===== config.mk =====
export PLATFORM = sky130hd
export DESIGN_NAME = sec_bcd_counter
export DESIGN_NICKNAME = d
export VERILOG_FILES = /design/src/rtl/sec_bcd_counter.sv
export SDC_FILE = /design/constraint.sdc
export NUM_CORES = 1
export LEC_CHECK = 0
export ABC_CLOCK_PERIOD_IN_PS = 2880
export BUFFER_PORTS_ARGS = -buffer_cell sky130_fd_sc_hd__clkbuf_2
export CAP_MARGIN = 10
export CORE_UTILIZATION = 45
export DETAILED_ROUTE_END_ITERATION = 12
export GPL_TIMING_DRIVEN = 0
export PLACE_DENSITY = 0.59
export SLEW_MARGIN = 20
export SYNTH_ARGS = -nofsm -noshare
export SYNTH_HDL_FRONTEND = slang
export SYNTH_SLANG_ARGS = --single-unit
export TNS_END_PERCENT = 1

===== constraint.sdc =====
create_clock -name clk -period 2.88 [get_ports clk]
set_input_delay 0.144 -clock clk [delete_from_list [all_inputs] [get_ports clk]]
set_output_delay 0.144 -clock clk [all_outputs]
set_load 0.01 [all_outputs]

===== src/rtl/sec_bcd_counter.sv =====
// Seconds stage of a BCD clock: prescaled 1 s tick stepping a 00-59 up/down count.
// Latency: all outputs registered; a step appears on the edge the prescaler wraps.
// Backpressure: none; enable=1 freezes all state, clr=1 zeroes it synchronously.
module sec_bcd_counter #(
    parameter int CLK_DIV = 50000000
) (
    input  logic       clk,
    input  logic       reset,
    input  logic       enable,
    input  logic       m,
    input  logic       clr,
    output logic [3:0] sec_ones,
    output logic [2:0] sec_tens,
    output logic       carry,
    output logic       tick
);

    localparam int             PW        = (CLK_DIV > 2) ? $clog2(CLK_DIV) : 1;
    localparam logic [PW-1:0]  PRESC_MAX = PW'(CLK_DIV - 1);

    logic [PW-1:0] presc_q, presc_d;
    logic [3:0]    ones_q, ones_d;
    logic [2:0]    tens_q, tens_d;
    logic          tick_q, tick_d;
    logic          carry_q, carry_d;

    logic          at_max;
    logic          illegal;

    assign at_max  = (presc_q == PRESC_MAX);
    assign illegal = (ones_q > 4'd9) || (tens_q > 3'd5);

    // Next state: clr beats everything, enable freezes, otherwise prescale and step.
    always_comb begin
        presc_d = presc_q;
        ones_d  = ones_q;
        tens_d  = tens_q;
        tick_d  = 1'b0;
        carry_d = 1'b0;
        if (clr) begin
            presc_d = '0;
            ones_d  = 4'd0;
            tens_d  = 3'd0;
        end else if (!enable) begin
            if (at_max) begin
                presc_d = '0;
                tick_d  = 1'b1;
                if (illegal) begin
                    // Recover from a corrupted digit pair by restarting at 00.
                    ones_d = 4'd0;
                    tens_d = 3'd0;
                end else if (!m) begin
                    if (ones_q == 4'd9) begin
                        ones_d = 4'd0;
                        if (tens_q == 3'd5) begin
                            tens_d  = 3'd0;
                            carry_d = 1'b1;
                        end else begin
                            tens_d = tens_q + 3'd1;
                        end
                    end else begin
                        ones_d = ones_q + 4'd1;
                    end
                end else begin
                    if (ones_q == 4'd0) begin
                        ones_d = 4'd9;
                        if (tens_q == 3'd0) begin
                            tens_d  = 3'd5;
                            carry_d = 1'b1;
                        end else begin
                            tens_d = tens_q - 3'd1;
                        end
                    end else begin
                        ones_d = ones_q - 4'd1;
                    end
                end
            end else begin
                presc_d = presc_q + PW'(1);
            end
        end
    end

    // State register; reset clears immediately so no partial carry can escape.
    always_ff @(posedge clk or posedge reset) begin
        if (reset) begin
            presc_q <= '0;
            ones_q  <= 4'd0;
            tens_q  <= 3'd0;
            tick_q  <= 1'b0;
            carry_q <= 1'b0;
        end else begin
            presc_q <= presc_d;
            ones_q  <= ones_d;
            tens_q  <= tens_d;
            tick_q  <= tick_d;
            carry_q <= carry_d;
        end
    end

    assign sec_ones = ones_q;
    assign sec_tens = tens_q;
    assign carry    = carry_q;
    assign tick     = tick_q;

endmodule


After elaboration in Yosys (flattened, before gate mapping)
Index checks and enable logic that the tools add are counted.

word-level totals
  output and inout port bits = 9
  word-level logic and storage cells = 55
  input bits = 5
  flip-flop bits (word level) = 35

cells by class
  magnitude comparators = 2
  add/sub/neg operators = 5
  mux-type cells = 31
  equal/unequal tests = 5
  reduce and logical (&&, ||, !) cells = 7

operator list
  cell                                              count
  2-to-1 mux 26 bit                                 3
  2-to-1 mux 4 bit                                  7
  2-to-1 mux 3 bit                                  9
  adder 26 x 1 -> 26 bit, second input constant     1
  equality test 26 bit, second input constant       1
  2-to-1 mux 1 bit                                  12
  adder 4 x 1 -> 4 bit, second input constant       1
  equality test 4 bit, second input constant        1
  > comparator 4 bit, second input constant         1
  logical NOT 4 bit                                 1
  != test 4 x 1 -> 1 bit, second input constant     1
  AND reduction 4 bit                               1
  nonzero test 4 bit                                1
  subtractor 4 x 1 -> 4 bit, second input constant  1
  adder 3 x 1 -> 3 bit, second input constant       1
  equality test 3 bit, second input constant        1
  > comparator 3 bit, second input constant         1
  logical NOT 3 bit                                 1
  subtractor 3 x 1 -> 3 bit, second input constant  1
  != test 2 x 1 -> 1 bit, second input constant     1
  AND reduction 2 bit                               1
  nonzero test 2 bit                                1
  logical OR 1 bit                                  1

Logic depth before layout (Yosys ltp)
Gate-level depths: netlist of the first run.

  word-level depth = 8
  depth in mapped cells = 7

Least setup slack after synthesis of the first run
Ideal clock, no wire load.

  path kind = reg2reg
  start = register ones_q[1] (netlist: sec_ones[1])
  end = register tens_q[0] (netlist: sec_tens[0])
  stages on the path, launching flop included = 7
  path buffers = 1
  setup time = 128 ps
  arrival time = 1919 ps
  setup slack = 834 ps
  path through = dfrtp_1 > or2_0 > a221o_1 > or3b_1 > buf_2 > nand2_1 > mux2_1

on the way
  word-level cells in the longest chain between the ends = 6
  elaborated cells between the ends (all ways) = 11
  those cells by class = order compare (1); eq/ne (2); mux (4); reduce/logical (4)

RTL lines
  what                      line  text
  start: declaration        22    logic [3:0] ones_q, ones_d;
  start signal: assignment  93    ones_q <= ones_d;
  > comparator 4 bit        31    assign illegal = (ones_q > 4'd9) || (tens_q > 3'd5);
  logical OR 1 bit          31
  2-to-1 mux 3 bit          48    if (illegal) begin
  2-to-1 mux 3 bit          45    if (at_max) begin
  2-to-1 mux 3 bit          44    end else if (!enable) begin
  2-to-1 mux 3 bit          40    if (clr) begin
  end signal: assignment    94    tens_q <= tens_d;
  end: declaration          23    logic [2:0] tens_q, tens_d;

Several ways; a longest one is shown, not always the timed one. The select of a mux whose other input is x is not followed.
A chain may end at the register's enable or synchronous reset.

Worst setup path in the final report of the first run
Ends and elaborated chain as after synthesis.

==> impl_results.md, run 1 <==
* Outcome: finished, final reports clean
* # H-tree levels at 2
* Vias in the first global route at 1,587
* CTS-repair resized insts at 0
* Post-synthesis net count at 224
* Design area at 2270 um2
* Max Slew Vio Count at 0
* Share of layout cells above drive strength 1 at 0.1297
* Fmax at 454.8 MHz
* Filler instances at 408
* Cell count of the worst reg-to-reg path at 6
* Port buffer count at 12
* Max cap viols at 0
* Fin. Hold Viols at 0
* DIE HEIGHT at 69.24 um
* R2r setup slk at 0.68 ns
* Syn Area/Cell at 9.332 um2
* Antenna-violating nets left at 0
* Post-synthesis sequential area ratio at 0.4305
* Die width at 69.24 um
* Largest net degree at the start of global routing at 36
* Root Driver: clkbuf_8
* Num CTS Buffers at 5
* Synth Warn # at 0
* Ant diodes at 0
* WP data required at 3.04 ns
* Post-route minimum period at 2.199 ns
* Reg-to-reg critical path startpoint: sec_ones[1]$_DFFE_PP0P_
* Worst-Skew Late Latency at 0.28 ns
* Post-Syn Area at 2034 um2
* Placement-stage cell area at 2160 um2
* Post-synth ARST share at 1.000
* WP data arrival at 2.36 ns
* Multi-input gate area at 1089 um2
* IO Pins at 14
* Initial antenna violation count at 0
* Critical Path Source Type: flip-flop
* Vias per cell at 5.598
* HPWL after DPL at 3040 um
* Flops & latches, synth at 35
* Effective utilization at floorplan at 0.4672
* TritonCTS clock tree: done
* CP Launch Point: sec_ones[1]$_DFFE_PP0P_
* Synthesis-to-finish area growth at 11.56%
* WL/cell at 14.42 um
* Vias at 1,629
* Distinct cells, synth at 49
* Setup crit end: sec_tens[0]$_DFFE_PP0P_
* VDD IR max at 0.3076 mV
* Post-synth EDFFs at 0
* Worst-path clk slew at 0.06 ns
* Primary FF master, synth: dfrtp_1
* Total Routing Usage GR at 0.1900
* Setup tns final at 0 ns
* Die footprint at 4794 um2
* Rows at 24
* Worst min-delay path class: in -> reg
* Clock Path Buffers at 2
* Nets at 244
* Synth Instances at 218
* FF-to-FF End: sec_tens[0]$_DFFE_PP0P_
* First-pass GRT wire length at 7438 um
* Slew Limit Headroom at 0.5271
* Crit path capture type: flip-flop
* Crit path kind: reg -> reg
* Leak Pwr at 0.9870 nW
* TritonRoute pass-1 iters at 4
* Worst clock skew at 0.002817 ns
* Worst-Margin Slew at 0.7083 ns
* Final cycle utilization of the critical path at 0.7634
* Core ar. at 4354 um2
* Final setup fails at 0
* Remaining Overflow, GRT at 0
* Worst Path Max Fanout at 9
* Iter 0 DRT Violations at 98
* Unrepaired setup endpoints after global routing: false
* Gp weighted congestion at 0.8858
* DRC at 0
* Power Dens Cells at 488.9 nW/um2
* Storage cell area at 875.8 um2
* Clock sinks at 35
* Drt total wl at 4197 um
sequential cells by signal, summed over array words and instances (netlist names):
signal	flops
sec_ones	4
presc_q	26
carry	1
tick	1
sec_tens	3
worst min-delay path by stage:
stage	cells past startpoint	end	slack [ns]	start
after floorplan	1	carry$_DFF_PP0_	0.30	reset
after global placement	2	presc_q[15]$_DFFE_PP0P_	0.52	presc_q[15]$_DFFE_PP0P_
after detailed placement	2	sec_ones[0]$_DFFE_PP0P_	0.29	reset
after CTS	3	presc_q[25]$_DFFE_PP0P_	0.25	enable
after global routing	3	presc_q[25]$_DFFE_PP0P_	0.33	enable
final	3	presc_q[25]$_DFFE_PP0P_	0.27	enable
critical path, cell delays in order, from the launching register on:
cell and delay (ns):
dfrtp_1 0.48, or2_0 0.27, a221o_1 0.37, or3b_1 0.39
buf_2 0.17, nand2_1 0.08, mux2_1 0.32
cells in the mapped netlist (3+ instances only):
master	n	area, um2
o22ai_1	3	18.77
mux2i_1	3	30.03
buf_2	5	25.02
o21ai_0	5	25.02
xor2_1	16	140.1
nand3_1	10	50.05
a31oi_1	3	18.77
and3_1	3	18.77
nor3_1	8	40.04
nor2b_1	4	25.02
a21o_1	3	22.52
xnor2_1	6	52.55
a21oi_1	5	25.02
nand2_1	14	52.55
and4_1	5	43.79
nor2_1	29	108.9
clkbuf_1	5	18.77
nand4_1	10	62.56
dfrtp_1	35	875.8
a211oi_1	4	30.03
inv_1	7	26.28
layout make-up:
type / count / area share
Tap cell: 52 / 0.02867
Timing Repair Buffer: 13 / 0.03087
Multi-Input combinational cell: 166 / 0.4796
Buffer: 10 / 0.01929
Inverter: 7 / 0.01158
Sequential cell: 35 / 0.3859
Clock buffer: 8 / 0.04410
cell families (layout without fill, tap and decap cells):
family | Yosys count | after routing | share of synthesized area
flip-flops | 35 | 35 | 0.4305
XOR/XNOR | 22 | 22 | 0.09471
AO/OA/AOI/OAI | 38 | 38 | 0.1365
buffers and inverters | 17 | 38 | 0.03444
adder cells (fa/ha/maj) | 1 | 1 | 0.006149
multiplexers | 4 | 4 | 0.02030
AND/OR/NAND/NOR | 101 | 101 | 0.2774
power by group:
part	switching, mW	leakage, nW	total, mW	internal, mW
Sequential	0.0344	0.483	0.547	0.513
Clock	0.160	0.0515	0.378	0.218
Combinational	0.106	0.452	0.185	0.0783
cells in the final DEF, fill, tap and decap left out, types with 3 or more instances in the layout:
cell type	netlist	routed
buf_2	5	5
nor3_1	8	8
xor2_1	16	16
mux2i_1	3	3
nand3_1	10	10
a211oi_1	4	4
o22ai_1	3	3
clkbuf_2	0	12
nand4_1	10	10
dfrtp_1	35	35
nor2b_1	4	4
and4_1	5	5
a21o_1	3	3
xnor2_1	6	6
clkbuf_8	0	7
a31oi_1	3	3
inv_1	7	6
clkbuf_1	5	6
nand2_1	14	14
o21ai_0	5	5
nor2_1	29	29
and3_1	3	3
a21oi_1	5	5
metal layers:
layer	up-vias	wire length, um	GRT usage
met1	759	2286	0.2930
met5	-	0	0
li1	833	-	-
met2	35	1761	0.2729
met3	2	138	0.04797
met4	0	10	0.02721
stage by stage:
stage | setup slack [ns] | power, mW | std cells | hold slack (ns) | util
2_1_floorplan | 0.8337 | 0.6858 | 218 | 0.2983 | -
3_3_place_gp | 0.7280 | 0.7359 | 282 | 0.5206 | 0.4960
3_5_place_dp | 0.6926 | 0.7388 | 282 | 0.2895 | 0.4960
4_1_cts | 0.6737 | 1.121 | 291 | 0.2491 | 0.5213
5_1_grt | 0.5503 | 1.180 | 291 | 0.3287 | 0.5213
6_report | 0.6814 | 1.110 | 291 | 0.2680 | 0.5213
timing repair:
item	4_1_cts	5_1_grt
endpoints found under the hold margin	35	0
setup buffers	0	0
hold buffers	1	0
Note: power is estimated with default switching activity, not from simulation.
==> run 2, diff against run 1 <==
- ABC_CLOCK_PERIOD_IN_PS: 2880 -> 2300
- clock period: 2.88 -> 2.3 ns (I/O delays scaled with it)
==> run 2 against run 1 <==
Compared with the run above:
- clock skew about the same
- die area unchanged
- cell count unchanged
- total power increased by 25%
- clock-buffer cell count unchanged
- clock power increased by 25%
- critical path type unchanged
- largest cell class unchanged
==> impl_results.md, run 2 (synthesis results as in run 1) <==
* Port buffer count at 12 (unchanged)
* Most frequent cells in the layout: dfrtp_1, nor2_1, xor2_1, nand2_1, clkbuf_2
* IO Pins at 14 (unchanged)
* Cell count of the worst reg-to-reg path at 6 (unchanged)
* Worst Path Max Fanout at 9 (unchanged)
* Remaining Overflow, GRT at 0 (unchanged)
* WL/cell at 14.46 um (+0.26%)
* Fin cells at 291 (unchanged)
* Crit path capture type: flip-flop
* Crit path kind: reg -> reg
* Setup tns final at 0 ns (unchanged)
* Die footprint at 4794 um2 (unchanged)
* Worst clock skew at 0.002860 ns (+0.00004374 ns)
* Iter 0 DRT Violations at 98 (unchanged)
* Unrepaired setup endpoints after global routing: false
* Effective utilization at floorplan at 0.4672 (unchanged)
* Initial antenna violation count at 0 (unchanged)
* Ant diodes at 0 (unchanged)
* Vias in the first global route at 1,587 (unchanged)
* WP data arrival at 2.32 ns (-0.04 ns)
* Die width at 69.24 um (unchanged)
* Most flops, register: presc_q
* Final cycle utilization of the critical path at 0.9399 (+0.1764)
* # H-tree levels at 2 (unchanged)
* Power Dens Cells at 612.2 nW/um2 (+25%)
* First-pass GRT wire length at 7438 um (unchanged)
* Vias at 1,618 (-0.68%)
* Vias per cell at 5.560 (-0.68%)
* Setup Buffers After CTS at 0 (unchanged)
* Total Routing Usage GR at 0.1900 (unchanged)
* HPWL after DPL at 3040 um (unchanged)
* Leak Pwr at 0.9854 nW (-0.17%)
* Gp weighted congestion at 0.8858 (unchanged)
* Commonest non-fill, non-tap cell in the layout: dfrtp_1
* Placed cells at 282 (unchanged)
* Max Slew Vio Count at 0 (unchanged)
* Critical Path Source Type: flip-flop
* Worst-path clk slew at 0.06 ns (about the same)
* Clock Path Buffers at 2 (unchanged)
* Rows at 24 (unchanged)
* DRC at 0 (unchanged)
* Worst-Skew Late Latency at 0.28 ns (about the same)
* Max reg flops at 26 (unchanged)
* Root Driver: clkbuf_8
* TritonRoute pass-1 iters at 5 (+1)
* Slew Limit Headroom at 0.5277 (+0.0005890)
* Worst-Margin Slew at 0.7074 ns (-0.0008826 ns)
* WHS Path Cells at 3 (unchanged)
* VDD IR max at 0.3859 mV (+25%)
* Nets at 244 (unchanged)
* Largest net degree at the start of global routing at 36 (unchanged)
* Antenna-violating nets left at 0 (unchanged)
* WP data required at 2.46 ns (-0.58 ns)
* Outcome: finished, final reports clean
* Core ar. at 4354 um2 (unchanged)
* Final setup fails at 0 (unchanged)
* Fin. Hold Viols at 0 (unchanged)
* Num CTS Buffers at 5 (unchanged)
* Clock sinks at 35 (unchanged)
* Post-route minimum period at 2.162 ns (-0.03696 ns)
* Max cap viols at 0 (unchanged)
* TritonCTS clock tree: done
* Synthesis-to-finish area growth at 11.62% (about the same)
* Drt total wl at 4208 um (+0.26%)
* Filler instances at 407 (-0.25%)
* Worst min-delay path class: in -> reg
* DIE HEIGHT at 69.24 um (unchanged)
* Share of layout cells above drive strength 1 at 0.1339 (+0.004184)
* Fmax at 462.6 MHz (+1.7%)
run 2: cell counts in the layout (fill, tap and decap cells not counted):
No cell type changed its count.
run 2: final cells by class:
class,count,area (um2),area share
plain buffers,10,43.79,0.01928
clock buffers,8,100.1,0.04408
inverters,7,26.28,0.01157
multi-input cells,166,1089,0.4793
flip-flops and latches,35,877.1,0.3862
well taps,52,65.06,0.02865
repair buffers,13,70.07,0.03085
run 2: worst paths after layout:
path / from / end / slack, ns
min: enable / presc_q[25]$_DFFE_PP0P_ / 0.25
max reg2reg: sec_ones[1]$_DFFE_PP0P_ / sec_tens[0]$_DFFE_PP0P_ / 0.14
max in group asynchronous: reset / sec_ones[1]$_DFFE_PP0P_ / 1.32
min reg2reg: presc_q[15]$_DFFE_PP0P_ / presc_q[15]$_DFFE_PP0P_ / 0.54
max: sec_ones[1]$_DFFE_PP0P_ / sec_tens[0]$_DFFE_PP0P_ / 0.14
min in group asynchronous: reset / sec_ones[0]$_DFFE_PP0P_ / 0.49
run 2: stage by stage:
step	total power [mW]	hold WS, ns	util	area (um2)	worst slack (ns)
2_1_floorplan	0.8587	0.2693	-	2034	0.2537
3_3_place_gp	0.9215	0.5183	0.4960	2160	0.1480
3_5_place_dp	0.9251	0.2605	0.4960	2160	0.1126
4_1_cts	1.404	0.2201	0.5213	2270	0.09370
5_1_grt	1.477	0.2997	0.5216	2271	0.01020
6_report	1.390	0.2480	0.5216	2271	0.1383
run 2: critical path: stages (launching register included):
cell and delay [ns]:
dfrtp_2 0.47, or2_0 0.25, a221o_1 0.37, or3b_1 0.39
buf_2 0.17, nand2_1 0.08, mux2_1 0.32
run 2: what timing repair did:
action	4_1_cts	5_1_grt
hold buffers	1	0
endpoints found under the hold margin	35	0
resized for setup	0	1
endpoints found under the setup margin	0	1
run 2: layer usage:
layer / up-vias / global-route usage / routed length, um
li1: 833 / - / -
met1: 752 / 0.2930 / 2305
met2: 29 / 0.2729 / 1755
met3: 4 / 0.04797 / 126
met4: 0 / 0.02721 / 21
met5: - / 0 / 0
run 2: power by group:
group	switching (mW)	leakage [nW]	total (mW)	internal, mW
logic	0.133	0.452	0.231	0.0980
clock network	0.201	0.0515	0.474	0.273
registers	0.0430	0.482	0.685	0.642
==> run 3, diff against run 2 <==
--- a/config.mk
+++ b/config.mk
@@ -13,3 +13,3 @@
 export GPL_TIMING_DRIVEN = 0
-export PLACE_DENSITY = 0.59
+export PLACE_DENSITY = 0.58
 export SLEW_MARGIN = 20
==> constraint.sdc (replaced) <==
create_clock -name clk -period 2.3 [get_ports clk]
set_input_delay 0.46 -clock clk [delete_from_list [all_inputs] [get_ports clk]]
set_output_delay 0.46 -clock clk [all_outputs]
set_load 0.01 [all_outputs]
==> run 3 against run 2 <==
Compared with the run above:
- clock-buffer cell count down 1
- critical path depth unchanged
- via count is 5.3% higher
- non-clock buffer count fell by 1
- cell count decreased by 0.34%
- largest power group unchanged
- cell area shrank 1.3%
- critical endpoint unchanged
- sequential share of layout area increased by 0.50 points
==> impl_results.md, run 3 (synthesis results as in run 1) <==
* Outcome: finished, final reports clean
* Vias in the first global route at 1,675 (+5.5%)
* Gp weighted congestion at 0.8566 (-3.3%)
* Nets at 243 (-0.41%)
* Max Slew Vio Count at 0 (unchanged)
* Reg-to-reg critical path startpoint: sec_ones[2]$_DFFE_PP0P_
* Share of layout cells above drive strength 1 at 0.1303 (-0.003639)
* Ant diodes at 0 (unchanged)
* First-pass GRT wire length at 7879 um (+5.9%)
* Clock sinks at 35 (unchanged)
* R2r setup slk at 0.12 ns (-0.02 ns)
* Crit-path leading delay family: simple AND/OR/NAND/NOR gates
* Max reg flops at 26 (unchanged)
* Num CTS Buffers at 5 (unchanged)
* Clock Path Buffers at 2 (unchanged)
* Fin. Hold Viols at 0 (unchanged)
* IO Pins at 14 (unchanged)
* Most frequent cells in the layout: dfrtp_1, nor2_1, xor2_1, nand2_1, clkbuf_2
* Setup tns final at 0 ns (unchanged)
* # H-tree levels at 2 (unchanged)
* Largest net degree at the start of global routing at 36 (unchanged)
* Core ar. at 4354 um2 (unchanged)
* WL/cell at 15.51 um (+7.2%)
* Vias per cell at 5.876 (+5.7%)
* Worst-path clk slew at 0.08 ns (+0.02 ns)
* Critical Path Source Type: flip-flop
* Antenna-violating nets left at 0 (unchanged)
* Effective utilization at floorplan at 0.4672 (unchanged)
* Worst clock skew at 0.01106 ns (+0.008200 ns)
* Drt total wl at 4497 um (+6.9%)
* Setup Buffers After CTS at 0 (unchanged)
* Worst min-delay path class: in -> async
* Worst Path Max Fanout at 7 (-2)
* Iter 0 DRT Violations at 105 (+7.1%)
* TritonRoute pass-1 iters at 6 (+1)
* TritonCTS clock tree: done
* Slew Limit Headroom at 0.5178 (-0.009905)
* Dpl ws at 0.07368 ns (-0.03892 ns)
* Final Power at 1.345 mW (-3.3%)
* Rows at 24 (unchanged)
* Post-route minimum period at 2.184 ns (+0.02225 ns)
* Fmax at 457.9 MHz (-1.0%)
* Slowest cell delay on critical path at 0.44 ns (-0.03 ns)
* HPWL after DPL at 3259 um (+7.2%)
* CTS-repair resized insts at 0 (unchanged)
* Final Core Density at 0.5149 (-0.006609)
* Hold_ws at 0.2736 ns (+0.02568 ns)
* Critical-path cell list: or2_0 -> a221o_1 -> or3b_1 -> buf_2 -> nand2_1 -> mux2_1
* Max cap viols at 0 (unchanged)
* Leak Pwr at 0.9719 nW (-1.4%)
* Crit path depth at 6 (unchanged)
* Fin cells at 290 (-0.34%)
* VDD IR max at 0.3788 mV (-1.8%)
* WP data required at 2.46 ns (about the same)
* Most flops, register: presc_q
* Total Routing Usage GR at 0.2052 (+0.01521)
* Die width at 69.24 um (unchanged)
* Design area at 2242 um2 (-1.3%)
* Final setup fails at 0 (unchanged)
* Root Driver: clkbuf_8
* Final setup margin at 0.1161 ns (-0.02225 ns)
* DIE HEIGHT at 69.24 um (unchanged)
* Initial antenna violation count at 0 (unchanged)
* Cell count of the worst reg-to-reg path at 6 (unchanged)
* Crit path kind: reg -> reg
* Port buffer count at 12 (unchanged)
* DRC at 0 (unchanged)
* Unrepaired setup endpoints after global routing: false
* Placement-stage cell area at 2160 um2 (unchanged)
* CTS Hold Buffers Added at 0 (-1)
* Buf+Inv Stages, Crit Path at 1 (unchanged)
* Remaining Overflow, GRT at 0 (unchanged)
* Die footprint at 4794 um2 (unchanged)
* Worst-Skew Late Latency at 0.29 ns (about the same)
* WP data arrival at 2.35 ns (+0.03 ns)
* Power Dens Cells at 599.8 nW/um2 (-2.0%)
* Vias at 1,704 (+5.3%)
* Worst path slowest cell: dfrtp_1
* Worst-Margin Slew at 0.7223 ns (+0.01484 ns)
* Placed cells at 282 (unchanged)
* Synthesis-to-finish area growth at 10.21%
* Commonest non-fill, non-tap cell in the layout: dfrtp_1
* Final cycle utilization of the critical path at 0.9495 (+0.009676)
* Crit path capture type: flip-flop
* CP Launch Point: sec_ones[2]$_DFFE_PP0P_
-- run 3: worst paths after layout --
| path | to |
|---|---|
| setup / recovery | sec_tens[0]$_DFFE_PP0P_ |
| hold / removal | presc_q[12]$_DFFE_PP0P_ |
| min in group clk | presc_q[15]$_DFFE_PP0P_ |
| setup reg to reg | sec_tens[0]$_DFFE_PP0P_ |
| hold reg to reg | presc_q[15]$_DFFE_PP0P_ |
| max in group asynchronous | sec_ones[1]$_DFFE_PP0P_ |
-- run 3: where the power goes --
part           total (mW)  internal (mW)  switching, mW
registers           0.684          0.642         0.0421
logic               0.232         0.0970          0.135
clock network       0.429          0.212          0.216
-- run 3: worst register-to-register path: cells and delay by family, from the launching register on --
kind	cells	cell delay, ns
DFF	1	0.44
and+or+nand+nor	3	0.75
muxes	1	0.33
buffers and inverters	1	0.17
AOI/OAI and AO/OA	1	0.38
-- run 3: layer usage --
| layer | global-route usage | routed length [um] | vias to the layer above |
|---|---|---|---|
| met2 | 0.3010 | 1980 | 37 |
| met1 | 0.3002 | 2269 | 826 |
| met4 | 0.08390 | 74 | 0 |
| li1 | - | - | 835 |
| met5 | 0 | 0 | - |
| met3 | 0.03488 | 172 | 6 |
-- run 3: cell type report --
class / instances / area (um2)
Clock inverter: 1 / 5.005
Inverter: 7 / 26.28
Multi-Input combinational cell: 166 / 1089
Tap cell: 52 / 65.06
Fill cell: 435 / 2112
Timing Repair Buffer: 12 / 60.06
Sequential cell: 35 / 877.1
Clock buffer: 7 / 76.32
Buffer: 10 / 43.79
